==> src/rtl/oled_pkg.sv <==
// Shared geometry and FSM state encoding for the OLED row scheduler.
package oled_pkg;
  localparam int OLED_ROWS = 4;
  localparam int OLED_COLS = 16;
  localparam int CHAR_W    = 8;
  localparam int ADDR_W    = 9;
  localparam int ROW_W     = OLED_COLS * CHAR_W;
  localparam int IDX_W     = $clog2(OLED_COLS);

  typedef enum logic [2:0] {
    S_IDLE,
    S_GRANT,
    S_WSTART,
    S_WGAP,
    S_WWAIT,
    S_UPD,
    S_UGAP,
    S_UWAIT
  } sched_state_t;
endpackage

==> src/rtl/rr_arbiter4.sv <==
// Combinational round-robin pick: first set request at or after ptr, wrapping 3 -> 0.
module rr_arbiter4
  import oled_pkg::*;
(
  input  logic [OLED_ROWS-1:0] req,
  input  logic [1:0]           ptr,
  output logic [1:0]           grant_idx,
  output logic                 grant_valid
);

  // Walk from the farthest candidate back to ptr so the nearest one wins.
  always_comb begin
    grant_valid = 1'b0;
    grant_idx   = ptr;
    for (int i = OLED_ROWS - 1; i >= 0; i--) begin
      if (req[ptr + 2'(i)]) begin
        grant_valid = 1'b1;
        grant_idx   = ptr + 2'(i);
      end
    end
  end

endmodule

==> src/rtl/oled_row_scheduler.sv <==
// Shares the OLEDCtrl write/update ports between four row producers; streams one
// granted row at a time and issues coalesced, rate-limited display updates.
module oled_row_scheduler
  import oled_pkg::*;
#(
  parameter int MIN_UPDATE_CYCLES = 1000000,
  parameter int MAX_COALESCE      = 4
) (
  input  logic                          clk,
  input  logic                          rst,
  input  logic                          oled_on,
  input  logic [OLED_ROWS-1:0]          req,
  input  logic [OLED_ROWS*ROW_W-1:0]    row_data,
  output logic [OLED_ROWS-1:0]          ack,
  output logic                          write_start,
  output logic [ADDR_W-1:0]             write_base_addr,
  output logic [CHAR_W-1:0]             write_ascii_data,
  input  logic                          write_ready,
  output logic                          update_start,
  output logic                          update_clear,
  input  logic                          update_ready,
  output logic                          busy
);

  localparam int                CNT_W    = $clog2(MIN_UPDATE_CYCLES + 1);
  localparam logic [CNT_W-1:0]  MIN_CNT  = CNT_W'(MIN_UPDATE_CYCLES);
  localparam logic [2:0]        MAX_ROWS = 3'(MAX_COALESCE);
  localparam logic [IDX_W-1:0]  LAST_IDX = IDX_W'(OLED_COLS - 1);

  sched_state_t      state;
  logic [1:0]        rr_ptr;
  logic [1:0]        row_idx;
  logic [IDX_W-1:0]  char_idx;
  logic [2:0]        rows_done;
  logic [ROW_W-1:0]  row_latch;
  logic [CNT_W-1:0]  since_upd;
  logic [1:0]        grant_idx;
  logic              grant_valid;

  rr_arbiter4 u_arb (
    .req         (req),
    .ptr         (rr_ptr),
    .grant_idx   (grant_idx),
    .grant_valid (grant_valid)
  );

  assign update_clear = 1'b0;
  assign busy         = (state != S_IDLE);

  // Pulses default low each cycle; since_upd saturates so a long idle display updates at once.
  always_ff @(posedge clk) begin
    if (rst) begin
      state            <= S_IDLE;
      rr_ptr           <= '0;
      row_idx          <= '0;
      char_idx         <= '0;
      rows_done        <= '0;
      row_latch        <= '0;
      since_upd        <= MIN_CNT;
      ack              <= '0;
      write_start      <= 1'b0;
      write_base_addr  <= '0;
      write_ascii_data <= '0;
      update_start     <= 1'b0;
    end else begin
      ack          <= '0;
      write_start  <= 1'b0;
      update_start <= 1'b0;
      if (since_upd != MIN_CNT) since_upd <= since_upd + 1'b1;

      case (state)
        S_IDLE: begin
          if (oled_on && (|req))              state <= S_GRANT;
          else if (oled_on && rows_done != 0) state <= S_UPD;
        end
        S_GRANT: begin
          if (grant_valid) begin
            row_latch      <= row_data[grant_idx*ROW_W +: ROW_W];
            row_idx        <= grant_idx;
            ack[grant_idx] <= 1'b1;
            rr_ptr         <= grant_idx + 2'd1;
            char_idx       <= '0;
            state          <= S_WSTART;
          end else if (rows_done != 0) begin
            state <= S_UPD;
          end else begin
            state <= S_IDLE;
          end
        end
        S_WSTART: begin
          if (write_ready) begin
            write_start      <= 1'b1;
            write_base_addr  <= {row_idx, char_idx, 3'b000};
            write_ascii_data <= row_latch[{~char_idx, 3'b111} -: CHAR_W];
            state            <= S_WGAP;
          end
        end
        // OLEDCtrl drops write_ready a cycle late, so it is not trusted here.
        S_WGAP: state <= S_WWAIT;
        S_WWAIT: begin
          if (write_ready) begin
            if (char_idx == LAST_IDX) begin
              rows_done <= rows_done + 3'd1;
              if ((rows_done + 3'd1) == MAX_ROWS || !(|req)) state <= S_UPD;
              else                                           state <= S_GRANT;
            end else begin
              char_idx <= char_idx + 1'b1;
              state    <= S_WSTART;
            end
          end
        end
        S_UPD: begin
          if (update_ready && since_upd == MIN_CNT) begin
            update_start <= 1'b1;
            rows_done    <= '0;
            since_upd    <= '0;
            state        <= S_UGAP;
          end
        end
        S_UGAP: state <= S_UWAIT;
        S_UWAIT: begin
          if (update_ready) state <= S_IDLE;
        end
        default: state <= S_IDLE;
      endcase
    end
  end

endmodule

==> config.mk <==
export PLATFORM = sky130hd
export DESIGN_NAME = oled_row_scheduler
export DESIGN_NICKNAME = d
export VERILOG_FILES = /design/src/rtl/oled_pkg.sv /design/src/rtl/rr_arbiter4.sv /design/src/rtl/oled_row_scheduler.sv
export SDC_FILE = /design/constraint.sdc
export NUM_CORES = 1
export LEC_CHECK = 0
export BUFFER_PORTS_ARGS = -buffer_cell sky130_fd_sc_hd__buf_2
export CAP_MARGIN = 15
export CORE_AREA = 2 2 214 216
export CTS_BUF_LIST = sky130_fd_sc_hd__clkbuf_4 sky130_fd_sc_hd__clkbuf_8
export DETAILED_ROUTE_END_ITERATION = 16
export DIE_AREA = 0 0 216 218
export HOLD_SLACK_MARGIN = 0.15
export MAX_ROUTING_LAYER = met4
export PLACE_DENSITY = 0.65
export SYNTH_ARGS = -nofsm -noshare
export SYNTH_HDL_FRONTEND = slang
export SYNTH_SLANG_ARGS = --single-unit
export TNS_END_PERCENT = 1
==> constraint.sdc <==
create_clock -name clk -period 2 [get_ports clk]
set_input_delay 0.2 -clock clk [delete_from_list [all_inputs] [get_ports clk]]
set_output_delay 0.2 -clock clk [all_outputs]
set_load 0.005 [all_outputs]
==> metrics.yaml <==
logic_synthesis:
  synth_seq_area_share_pct: 26.0
  synthesis.area_um2: 14000
  synth_seq_cells: 182
  synth_edf_count: 0
  yosysWarnings: 0
  ys_async_sr_fraction_pct: 0
  synth_top_flop_cell: "dfxtp_1"
  netlist_instances: 1449
  yosysUniqueCellTypes: 58
  avgSynthCellArea_um2: 9.68
power:
  peakVddDrop_v: 0.000536
  p_int_w: 0.0101
  p_switching_w: 0.00731
  power_frac_seq_pct: 29.3
  clkPwrFrac_pct: 16.5
  swShare_pct: 42.0
  pwr-share-comb_pct: 54.1
  p_per_area_nw_per_um2: 748
  p_leak_nw: 10.4
die:
  ios: 546
  die_y_um: 218
  dieWidth_um: 216
  dieArea_um2: 47100
  num_rows: 78
  initial_core_util_pct: 31.3
  fp.coreArea_um2: 44900
setup_path:
  worstPathArrival_ps: 2420
  critPathMaxFanout: 65
  cp-start-kind: "flip-flop"
  required_ps: 2350
  crit_path_end_kind: "flip-flop"
  path_buf_inv: 1
  critical_path.top_delay_family: "compound AO/OA/AOI/OAI gates"
  setup.worst_path.class: "reg -> reg"
  cpMaxStageDelayCell: "or3b_4"
  ff2ff_setup_slack_ps: -70
  crit_path_cell_trace: "or3b_4 > and2_4 > buf_12 > o31a_1 > o211ai_1 > o211ai_1"
  slowest_delay_ps: 400
  crit_top_cell: "o211ai_1"
finish:
  final_cell_mix: "buf_2 (541), dlygate4sd3_1 (502), o211ai_2 (203), dfxtp_1 (179), nand2_1 (161)"
  final_core_util_pct: 51.8
  nNetsFinal: 2959
  fillers: 3766
  stdcell_count: 3052
  drive_above_1_share_pct: 38.5
  area_delta_synth_final_pct: 65.9
  layout_commonest_cell: "buf_2"
timing:
  grt_setup_unrepaired: "yes"
  setup_viol: 14
  relSlewSlack_pct: 50.9
  hold_viol_final: 0
  layout_setup_ws_ps: -72.5
  min_period_ps: 2070
  max_freq_ghz: 0.482
  period_share_pct: 104
  tns_ps: -341
  slew_violations: 0
  fin_skew_ps: 19.5
  worstMarginPinSlew_ps: 737
grt:
  grt-ovfl-total: 0
  grt_start_max_net_pins: 71
  antenna_found_initial: 8
  track_usage_pct: 29.5
  use_met3_pct: 6.35
  use_met1_pct: 33.0
  use_met2_pct: 48.1
  grt_pass1_vias: 18500
  grt_pass1_wl_um: 105000
  busiest_layer: "met2"
cts:
  cts_root_buffer: "clkbuf_8"
  cts_setup_buffers: 0
  clk_pin_slew_worst_paths_ps: 110
  cts_buffers: 17
  clk_latency_ps: 500
  clock_sinks: 182
  cts_tree: "done"
  htree_levels: 4
  cts_buffer_depth: 2
place:
  pre_cts_ws_ps: -76.3
  portBuffers: 541
  placed_cells: 2507
  gp_routability_congestion: 0.915
  dp_hpwl_um: 43100
detailed_routing:
  dr.pass1.iters: 6
  drc_errors: 0
  viasPerCell: 5.82
  wl_um: 70400
  drtIter0Drc: 1672
  via_count: 17800
  final_antenna_net_count: 0
  wl_per_cell_um: 23.1
run_status:
  outcome: "finished with violations"
  violations: "setup timing"
flow_run:
  cap_viol_max_count: 0
worst_hold_path:
  worstHoldPathType: "in -> reg"
per-stage QoR:
step / hold WS, ps / power [W] / cell area [um2]
global placement: 438 / 0.0132 / 17700
detailed placement: 446 / 0.0134 / 17700
CTS: 151 / 0.0171 / 23200
finish: 198 / 0.0174 / 23300
floorplan: 318 / 0.0103 / 14000
global route: 157 / 0.0182 / 23300
power by group through the flow:
stage	Clock [W]	Combinational [W]	Sequential [W]
2_1_floorplan	0	0.00556	0.00478
3_3_place_gp	0	0.00810	0.00513
3_5_place_dp	0	0.00820	0.00515
4_1_cts	0.00299	0.00900	0.00508
5_1_grt	0.00310	0.00992	0.00517
6_report	0.00288	0.00942	0.00511
layout make-up:
cell class / count / area (um2) / share of cell area, %
diodes: 12 / 30.0 / 0.129
clock buffers: 17 / 234 / 1.01
clock inverters: 14 / 199 / 0.855
inverters: 12 / 45.0 / 0.194
multi-input cells: 1071 / 9470 / 40.7
flip-flops and latches: 182 / 3650 / 15.7
well taps: 600 / 751 / 3.23
repair buffers: 1144 / 8890 / 38.2
state kept, by name, summed over array words and instances, names as in the netlist:
name              flops
ack                   4
char_idx              4
row_idx               2
row_latch           128
rows_done             3
rr_ptr                2
since_upd            20
state                 3
update_start          1
write_ascii_data      8
write_base_addr       6
write_start           1
path summary, 6_finish.rpt:
check | cells after the start | start | end
worst min-delay path | 4 | row_data[505] | row_latch[121]
worst min register to register | 2 | write_base_addr[5] | write_base_addr[5]
worst max register to register | 6 | rr_ptr[0] | row_latch[26]
worst max-delay path | 6 | rr_ptr[0] | row_latch[26]
tightest hold or removal path, delay by kind of cell:
family	cells	cell delay (ps)
simple gates	1	200
compound gates	2	170
buf+inv	1	80
Yosys cell counts, drive strengths merged (17+ instances only):
| master | instances | area share [%] |
|---|---|---|
| buf | 104 | 5.2 |
| xor2 | 17 | 1.1 |
| nand2 | 163 | 4.4 |
| mux4 | 32 | 5.1 |
| a21oi | 36 | 1.3 |
| o211ai | 256 | 21 |
| o21ai | 21 | 0.75 |
| mux2i | 129 | 9.2 |
| nor2 | 33 | 0.90 |
| and4 | 132 | 8.2 |
| clkbuf | 83 | 2.2 |
| nand3 | 17 | 0.68 |
| dfxtp | 182 | 26 |
| o31a | 128 | 8.0 |
cells by family (layout without fill, tap and decap cells):
kind of cell	Yosys count	in the layout	synth area share, %
multiplexers	161	161	14.3
AO/OA/AOI/OAI	472	472	32.7
other	1	16	0.0267
XOR/XNOR	21	21	1.31
buffers and inverters	199	1187	7.74
adder cells (fa/ha/maj)	10	10	0.892
flip-flops	182	182	26.0
AND/OR/NAND/NOR	403	403	17.0
layer usage:
layer	routed length (um)	up-vias
li1	-	7643
met1	26500	8393
met2	33300	1323
met3	5690	407
met4	4850	0
met5	0	-
what timing repair did:
item	4_1_cts	5_1_grt
hold buffers	502	0
endpoints found under the setup margin	3	77
pin swaps	0	18
gates resized for setup	4	12
gates cloned	0	0
endpoints found under the hold margin	140	0
Power figures use the tool's default switching activity.
